--- src/rtl/alu_ctrl_if.sv ---
// Request/response handshake bundle for alu_ctrl.
// master = requester side, slave = the controller.
interface alu_ctrl_if #(
    parameter int unsigned WIDTH = 20,
    parameter int unsigned CNT_W = 5
);
    logic             req_valid;
    logic             req_ready;
    logic [4:0]       req_op;
    logic [WIDTH-1:0] req_a;
    logic [WIDTH-1:0] req_b;
    logic [CNT_W-1:0] req_cnt;
    logic             rsp_valid;
    logic             rsp_ready;
    logic [WIDTH-1:0] rsp_c;
    logic [WIDTH-1:0] rsp_d;

    modport master (
        output req_valid, req_op, req_a, req_b, req_cnt, rsp_ready,
        input  req_ready, rsp_valid, rsp_c, rsp_d
    );

    modport slave (
        input  req_valid, req_op, req_a, req_b, req_cnt, rsp_ready,
        output req_ready, rsp_valid, rsp_c, rsp_d
    );
endinterface

--- src/rtl/alu_ctrl.sv ---
// Single-op ALU sequencer with {sign, carry, zero} status and iterated shifts/rotates.
// Define ALU_CTRL_TRAP_EN to make illegal opcodes set a sticky trap flag.
module alu_ctrl #(
    parameter int unsigned WIDTH = 20,
    parameter int unsigned CNT_W = 5
) (
    input  logic       clk,
    input  logic       rst,
    alu_ctrl_if.slave  bus,
    output logic [2:0] status,
    output logic       busy,
    output logic       trap
);
    typedef enum logic [1:0] {IDLE, EXEC, DONE} state_t;

    typedef enum logic [4:0] {
        OP_NOP = 5'd0,  OP_NOT = 5'd1,  OP_AND = 5'd2,  OP_OR  = 5'd3,
        OP_XOR = 5'd4,  OP_SHR = 5'd5,  OP_SHL = 5'd6,  OP_ROR = 5'd7,
        OP_ROL = 5'd8,  OP_SWP = 5'd9,  OP_INC = 5'd10, OP_DEC = 5'd11,
        OP_ADD = 5'd12, OP_ADC = 5'd13, OP_SUB = 5'd14, OP_SBC = 5'd15,
        OP_EQ  = 5'd16, OP_GT  = 5'd17, OP_LT  = 5'd18, OP_GE  = 5'd19,
        OP_LE  = 5'd20, OP_LDSR = 5'd21, OP_XSR = 5'd22
    } op_e;

    localparam logic [CNT_W-1:0] MAX_CNT = CNT_W'(WIDTH);

    state_t           state, state_nx;
    op_e              kind, kind_nx;
    logic [WIDTH-1:0] work, work_nx;
    logic [CNT_W-1:0] rem, rem_nx;
    logic [WIDTH-1:0] c_q, c_nx, d_q, d_nx;
    logic [2:0]       st_q, st_nx;
    logic [WIDTH:0]   sum;
    logic [WIDTH-1:0] step;
    logic             shout;

    function automatic logic [2:0] flags(input logic [WIDTH-1:0] r, input logic cy);
        return {r[WIDTH-1], cy, r == '0};
    endfunction

    always_comb begin
        state_nx = state;
        kind_nx  = kind;
        work_nx  = work;
        rem_nx   = rem;
        c_nx     = c_q;
        d_nx     = d_q;
        st_nx    = st_q;
        sum      = '0;
        step     = '0;
        shout    = 1'b0;
        case (state)
            IDLE: if (bus.req_valid) begin
                state_nx = DONE;
                c_nx     = '0;
                d_nx     = '0;
                case (bus.req_op)
                    OP_NOT: begin c_nx = ~bus.req_a;             st_nx = flags(c_nx, st_q[1]); end
                    OP_AND: begin c_nx = bus.req_a & bus.req_b;  st_nx = flags(c_nx, st_q[1]); end
                    OP_OR:  begin c_nx = bus.req_a | bus.req_b;  st_nx = flags(c_nx, st_q[1]); end
                    OP_XOR: begin c_nx = bus.req_a ^ bus.req_b;  st_nx = flags(c_nx, st_q[1]); end
                    OP_SHR, OP_SHL, OP_ROR, OP_ROL: begin
                        if (bus.req_cnt == '0) begin
                            c_nx  = bus.req_a;
                            st_nx = flags(c_nx, st_q[1]);
                        end else begin
                            state_nx = EXEC;
                            kind_nx  = op_e'(bus.req_op);
                            work_nx  = bus.req_a;
                            rem_nx   = (bus.req_cnt > MAX_CNT) ? MAX_CNT : bus.req_cnt;
                        end
                    end
                    OP_SWP: begin c_nx = bus.req_b; d_nx = bus.req_a; end
                    OP_INC: sum = {1'b0, bus.req_a} + (WIDTH+1)'(1);
                    OP_DEC: sum = {1'b0, bus.req_a} - (WIDTH+1)'(1);
                    OP_ADD: sum = {1'b0, bus.req_a} + {1'b0, bus.req_b};
                    OP_ADC: sum = {1'b0, bus.req_a} + {1'b0, bus.req_b} + (WIDTH+1)'(st_q[1]);
                    OP_SUB: sum = {1'b0, bus.req_a} - {1'b0, bus.req_b};
                    OP_SBC: sum = {1'b0, bus.req_a} - {1'b0, bus.req_b} - (WIDTH+1)'(st_q[1]);
                    OP_EQ:  st_nx = {1'b0, st_q[1], bus.req_a == bus.req_b};
                    OP_GT:  st_nx = {bus.req_a > bus.req_b, st_q[1], 1'b0};
                    OP_LT:  st_nx = {bus.req_a < bus.req_b, st_q[1], 1'b0};
                    OP_GE:  st_nx = {bus.req_a >= bus.req_b, st_q[1], bus.req_a == bus.req_b};
                    OP_LE:  st_nx = {bus.req_a <= bus.req_b, st_q[1], bus.req_a == bus.req_b};
                    OP_LDSR: st_nx = bus.req_a[2:0];
                    OP_XSR:  st_nx = st_q ^ bus.req_a[2:0];
                    default: ;
                endcase
                // Bit WIDTH of the extended sum is carry-out for adds and borrow for subtracts.
                if (bus.req_op inside {OP_INC, OP_DEC, OP_ADD, OP_ADC, OP_SUB, OP_SBC}) begin
                    c_nx  = sum[WIDTH-1:0];
                    st_nx = flags(sum[WIDTH-1:0], sum[WIDTH]);
                end
            end
            EXEC: begin
                case (kind)
                    OP_SHR:  begin step = {1'b0, work[WIDTH-1:1]};         shout = work[0]; end
                    OP_SHL:  begin step = {work[WIDTH-2:0], 1'b0};         shout = work[WIDTH-1]; end
                    OP_ROR:  step = {work[0], work[WIDTH-1:1]};
                    default: step = {work[WIDTH-2:0], work[WIDTH-1]};
                endcase
                work_nx = step;
                rem_nx  = rem - CNT_W'(1);
                if (rem == CNT_W'(1)) begin
                    state_nx = DONE;
                    c_nx     = step;
                    st_nx    = flags(step, (kind == OP_SHR || kind == OP_SHL) ? shout : st_q[1]);
                end
            end
            DONE: if (bus.rsp_ready) state_nx = IDLE;
            default: state_nx = IDLE;
        endcase
    end

    always_ff @(posedge clk) begin
        if (rst) begin
            state <= IDLE;
            kind  <= OP_NOP;
            work  <= '0;
            rem   <= '0;
            c_q   <= '0;
            d_q   <= '0;
            st_q  <= '0;
        end else begin
            state <= state_nx;
            kind  <= kind_nx;
            work  <= work_nx;
            rem   <= rem_nx;
            c_q   <= c_nx;
            d_q   <= d_nx;
            st_q  <= st_nx;
        end
    end

`ifdef ALU_CTRL_TRAP_EN
    logic trap_q;
    logic illegal;

    assign illegal = (state == IDLE) && bus.req_valid && (bus.req_op > 5'd22);

    always_ff @(posedge clk) begin
        if (rst)          trap_q <= 1'b0;
        else if (illegal) trap_q <= 1'b1;
    end

    assign trap = trap_q;
`else
    assign trap = 1'b0;
`endif

    assign bus.req_ready = (state == IDLE) && !rst;
    assign bus.rsp_valid = (state == DONE);
    assign bus.rsp_c     = c_q;
    assign bus.rsp_d     = d_q;
    assign status        = st_q;
    assign busy          = (state != IDLE);
endmodule

--- src/flat_wrapper.sv ---
// flat-port wrapper written by rule: the top's interface ports become plain ports
module alu_ctrl_flat 
#(
    parameter int unsigned WIDTH = 20,
    parameter int unsigned CNT_W = 5
)
  (clk, rst, status, busy, trap, bus_req_valid, bus_req_op, bus_req_a, bus_req_b, bus_req_cnt, bus_rsp_ready, bus_req_ready, bus_rsp_valid, bus_rsp_c, bus_rsp_d);
  alu_ctrl_if #(.WIDTH(WIDTH), .CNT_W(CNT_W)) bus_i ();
  input  logic clk;
  input  logic rst;
  output logic [2:0] status;
  output logic busy;
  output logic trap;
  input wire logic [$bits(bus_i.req_valid)-1:0] bus_req_valid;
  input wire logic [$bits(bus_i.req_op)-1:0] bus_req_op;
  input wire logic [$bits(bus_i.req_a)-1:0] bus_req_a;
  input wire logic [$bits(bus_i.req_b)-1:0] bus_req_b;
  input wire logic [$bits(bus_i.req_cnt)-1:0] bus_req_cnt;
  input wire logic [$bits(bus_i.rsp_ready)-1:0] bus_rsp_ready;
  output wire logic [$bits(bus_i.req_ready)-1:0] bus_req_ready;
  output wire logic [$bits(bus_i.rsp_valid)-1:0] bus_rsp_valid;
  output wire logic [$bits(bus_i.rsp_c)-1:0] bus_rsp_c;
  output wire logic [$bits(bus_i.rsp_d)-1:0] bus_rsp_d;
  assign bus_i.req_valid = bus_req_valid;
  assign bus_i.req_op = bus_req_op;
  assign bus_i.req_a = bus_req_a;
  assign bus_i.req_b = bus_req_b;
  assign bus_i.req_cnt = bus_req_cnt;
  assign bus_i.rsp_ready = bus_rsp_ready;
  assign bus_req_ready = bus_i.req_ready;
  assign bus_rsp_valid = bus_i.rsp_valid;
  assign bus_rsp_c = bus_i.rsp_c;
  assign bus_rsp_d = bus_i.rsp_d;
  alu_ctrl #(.WIDTH(WIDTH), .CNT_W(CNT_W)) u_core (.clk(clk), .rst(rst), .bus(bus_i), .status(status), .busy(busy), .trap(trap));
endmodule
--- config.mk ---
export PLATFORM = sky130hd
export DESIGN_NAME = alu_ctrl_flat
export DESIGN_NICKNAME = d
export VERILOG_FILES = /design/src/rtl/alu_ctrl_if.sv /design/src/rtl/alu_ctrl.sv /design/src/flat_wrapper.sv
export SDC_FILE = /design/constraint.sdc
export NUM_CORES = 1
export LEC_CHECK = 0
export CAP_MARGIN = 30
export CORE_ASPECT_RATIO = 1.2
export CORE_MARGIN = 8
export CORE_UTILIZATION = 46
export CTS_CLUSTER_DIAMETER = 200
export DETAILED_ROUTE_END_ITERATION = 12
export DONT_BUFFER_PORTS = 1
export PLACE_DENSITY = 0.61
export SYNTH_ARGS = -nofsm -noshare
export SYNTH_HDL_FRONTEND = slang
export SYNTH_SLANG_ARGS = --single-unit
--- constraint.sdc ---
create_clock -name clk -period 6 [get_ports clk]
set_clock_uncertainty 0.1 [all_clocks]
set_input_delay 0.9 -clock clk [delete_from_list [all_inputs] [get_ports clk]]
set_output_delay 0.9 -clock clk [all_outputs]
set_load 0.03 [all_outputs]
==> results by group <==
Detailed routing
  • Vias: 11759
  • 1st-pass router iterations: 7
  • Wirelength, routed: 44.7 mm
  • Routed vias/inst: 6.81
  • Remaining DRCs: 0
  • Antenna Nets Post-Route: 0
  • Iter 0 DRT Violations: ~1100
  • Drt wl/cell: 25.9 um

Floorplan
  • Starting Density: between 40 and 50%
  • Horiz. Die Dim: 153 um
  • Die Area: approximately 28000 um^2
  • IO Pins: 101
  • Cell Rows: 60
  • Core area: about 22000 um^2
  • Height of the die: around 180 um

Clock network
  • Root Driver: clkbuf_16
  • H-tree depth: 3
  • CTS Buf Count: 9
  • Longest Clk Path Bufs: 2
  • CTS tree: yes
  • Worst-Skew Late Latency: roughly 340 ps
  • Setup bufs post-CTS: 0
  • # resized after CTS: 0
  • Clock-pin transition on the worst setup and hold timing paths: 70 ps
  • Cts-stage hold buffer count: 0
  • Clock sinks: 75

Placement
  • Post-placement worst setup slack: 665 ps
  • IO buf count: 0
  • Final HPWL DP: 34.6 mm
  • RePlAce Congestion: just under 1

Critical path
  • Req. time, crit path: 6160 ps
  • Max FO, Critical Path: 11
  • Critical Path AT: 5190 ps
  • Setup crit start kind: input pin
  • Worst-path cell chain: inv_1, ha_1, fa_1, xor2_1, a2111oi_0, o211ai_1, nor4_1, nand2_1, or2_2, nor4_1, xnor2_1, o211ai_1, or4b_1, o31ai_1
  • Bufs and invs on worst path: 1
  • Endpoint class of the critical path: flop
  • Critical path's slowest cell: or4b_1
  • Crit path largest cell delay: 600 ps
  • Delay-heaviest family, CP: simple AND/OR/NAND/NOR gates
  • Kind of critical path: input pin to flop

Global routing
  • Vias in the first global route: around 11000
  • Largest net degree at the start of global routing: 78
  • GRT Total Usage: 31.1%
  • First-pass GRT wire length: 67.3 mm
  • Initial antenna violation count: 1
  • Total grt overflow: 0

Logic synthesis
  • Ys async rst share: 0%
  • Post-synth EDFFs: 0
  • Syn Std Cell Area: 10400 um^2
  • Post-Syn Nets: 1652
  • Post-synthesis sequential area ratio: 14.5%
  • Main synth FF type: dfxtp_1
  • Synth cell types: 92
  • Synth area leader: dfxtp_1
  • Yosys warning count: 0
  • Most common library cells after synthesis: nand2_1, nor2_1, a21oi_1, ha_1
  • Top post-synthesis cells by area: dfxtp_1, ha_1, nand2_1
  • Most frequent cell after synthesis: nand2_1
  • Yosys top cell area share: 14.5%
  • Synthesized flop and latch total: 75
  • Mapped Cells: 1501
  • Syn avg cell area: 6.90 um^2

Power
  • Pwr dens: 177 nW/um^2
  • Leak: about 4.0 nW
  • VDD IR max: ~0.12 mV

Min path
  • Worst hold path type: flop to flop

Timing
  • Max_slew headroom: a little under 30%
  • Slew @ Worst Pin: 1060 ps
  • Final Setup Violations: 0
  • RSZ-0062 raised after global routing: no
  • Final hold violation count: 0
  • Fin. max-slew vios: 0
  • Achievable Freq: 199 MHz
  • Crit share post-route: between 80% and 90%
  • Setup TNS Final: 0 ps
  • Worst Slack Setup Final: 969 ps
  • Post-route minimum period: 5030 ps

Outcome
  • Outcome: finished, final reports clean

Final layout
  • Fill cells: 2325
  • Syn-to-layout area delta: 4.43%
  • Final net count: 1592
  • Layout cells sized above 1: under 10%
  • Final core occ: between 40% and 50%

Run
  • Max Cap Violations: 0
metal layers:
layer  up-vias  track usage (%)  routed length (um)
met5         -                0                   0
met3       137             5.71                3830
met2       624             51.1               20800
met1      5595             37.5               17600
met4         0             17.4                2460
li1       5403                -                   -
cells by family (layout without fill, tap and decap cells):
group | after synthesis | after routing | synth area share [%]
AO/OA/AOI/OAI | 458 | 458 | 30.2
XOR/XNOR | 74 | 74 | 6.52
adder cells (fa/ha/maj) | 97 | 97 | 11.9
buffers and inverters | 169 | 114 | 6.51
flip-flops | 75 | 75 | 14.5
multiplexers | 9 | 9 | 0.905
other | 1 | 3 | 0.0362
AND/OR/NAND/NOR | 618 | 618 | 29.4
worst paths after layout:
path                                 startpoint  slack [ps]  cells after the start                            end
setup / recovery                   bus_req_a[0]         970                     14  u_core.status[0]$_SDFFE_PP0P_
hold reg to reg     u_core.kind[3]$_SDFFE_PP0P_         350                      2    u_core.kind[3]$_SDFFE_PP0P_
hold / removal      u_core.kind[3]$_SDFFE_PP0P_         350                      2    u_core.kind[3]$_SDFFE_PP0P_
setup reg to reg  u_core.status[1]$_SDFFE_PP0P_        1450                     12  u_core.status[0]$_SDFFE_PP0P_
placed cells by master (no fill, tap or decap), types with 23 or more instances in the layout:
cell type,netlist,final
ha_1,94,94
dfxtp_1,75,75
nand4_1,25,25
nand2b_1,32,32
a221oi_1,26,26
o21ai_0,73,73
nor4_1,30,29
nor3_1,28,28
a21oi_1,125,125
xnor2_1,52,52
buf_4,2,25
nand2_1,212,212
nand3_1,60,60
nor2_1,127,127
o211ai_1,31,31
a211oi_1,23,23
a31oi_1,23,23
inv_1,71,71
sequential cells by signal, summed over array words and instances, names as in the netlist:
| signal | flops |
|---|---|
| u_core.bus.rsp_d | 20 |
| u_core.bus.rsp_c | 20 |
| u_core.rem | 5 |
| u_core.status | 3 |
| u_core.kind | 5 |
| u_core.work | 20 |
| u_core.state | 2 |
report_power, final:
| part | total [mW] | switching [mW] | internal, mW |
|---|---|---|---|
| Sequential | 0.568 | 0.0475 | 0.520 |
| Combinational | 0.784 | 0.508 | 0.277 |
| Clock | 0.559 | 0.223 | 0.336 |
per-stage QoR:
| stage | instance area (um^2) | hold slack, ps | cells | total power, mW |
|---|---|---|---|---|
| after floorplan | 10400 | 337 | 1501 | 1.15 |
| after global placement | 10500 | 338 | 1709 | 1.34 |
| after detailed placement | 10500 | 343 | 1709 | 1.34 |
| after CTS | 10800 | 353 | 1725 | 1.90 |
| after global routing | 10800 | 375 | 1725 | 2.00 |
| final | 10800 | 353 | 1727 | 1.91 |
worst reg2reg max path: stages, from the launching register on:
cell	delay, ps
dfxtp_1	700
ha_1	340
nand3_1	90
a2111oi_0	440
o211ai_1	210
nor4_1	570
nand2_1	230
or2_2	400
nor4_1	260
xnor2_1	170
o211ai_1	160
or4b_1	600
o31ai_1	210
final cells by class:
cell class	instances	area [um^2]	share of cell area (%)
timing repair buffer	25	188	1.73
clock buffer	11	243	2.24
sequential	75	1500	13.9
multi-input combinational	1257	8200	75.8
clock inverter	5	61.3	0.566
inverter	73	274	2.53
antenna	2	5.00	0.0462
tap	279	349	3.23
(Power assumes the default switching activity.)
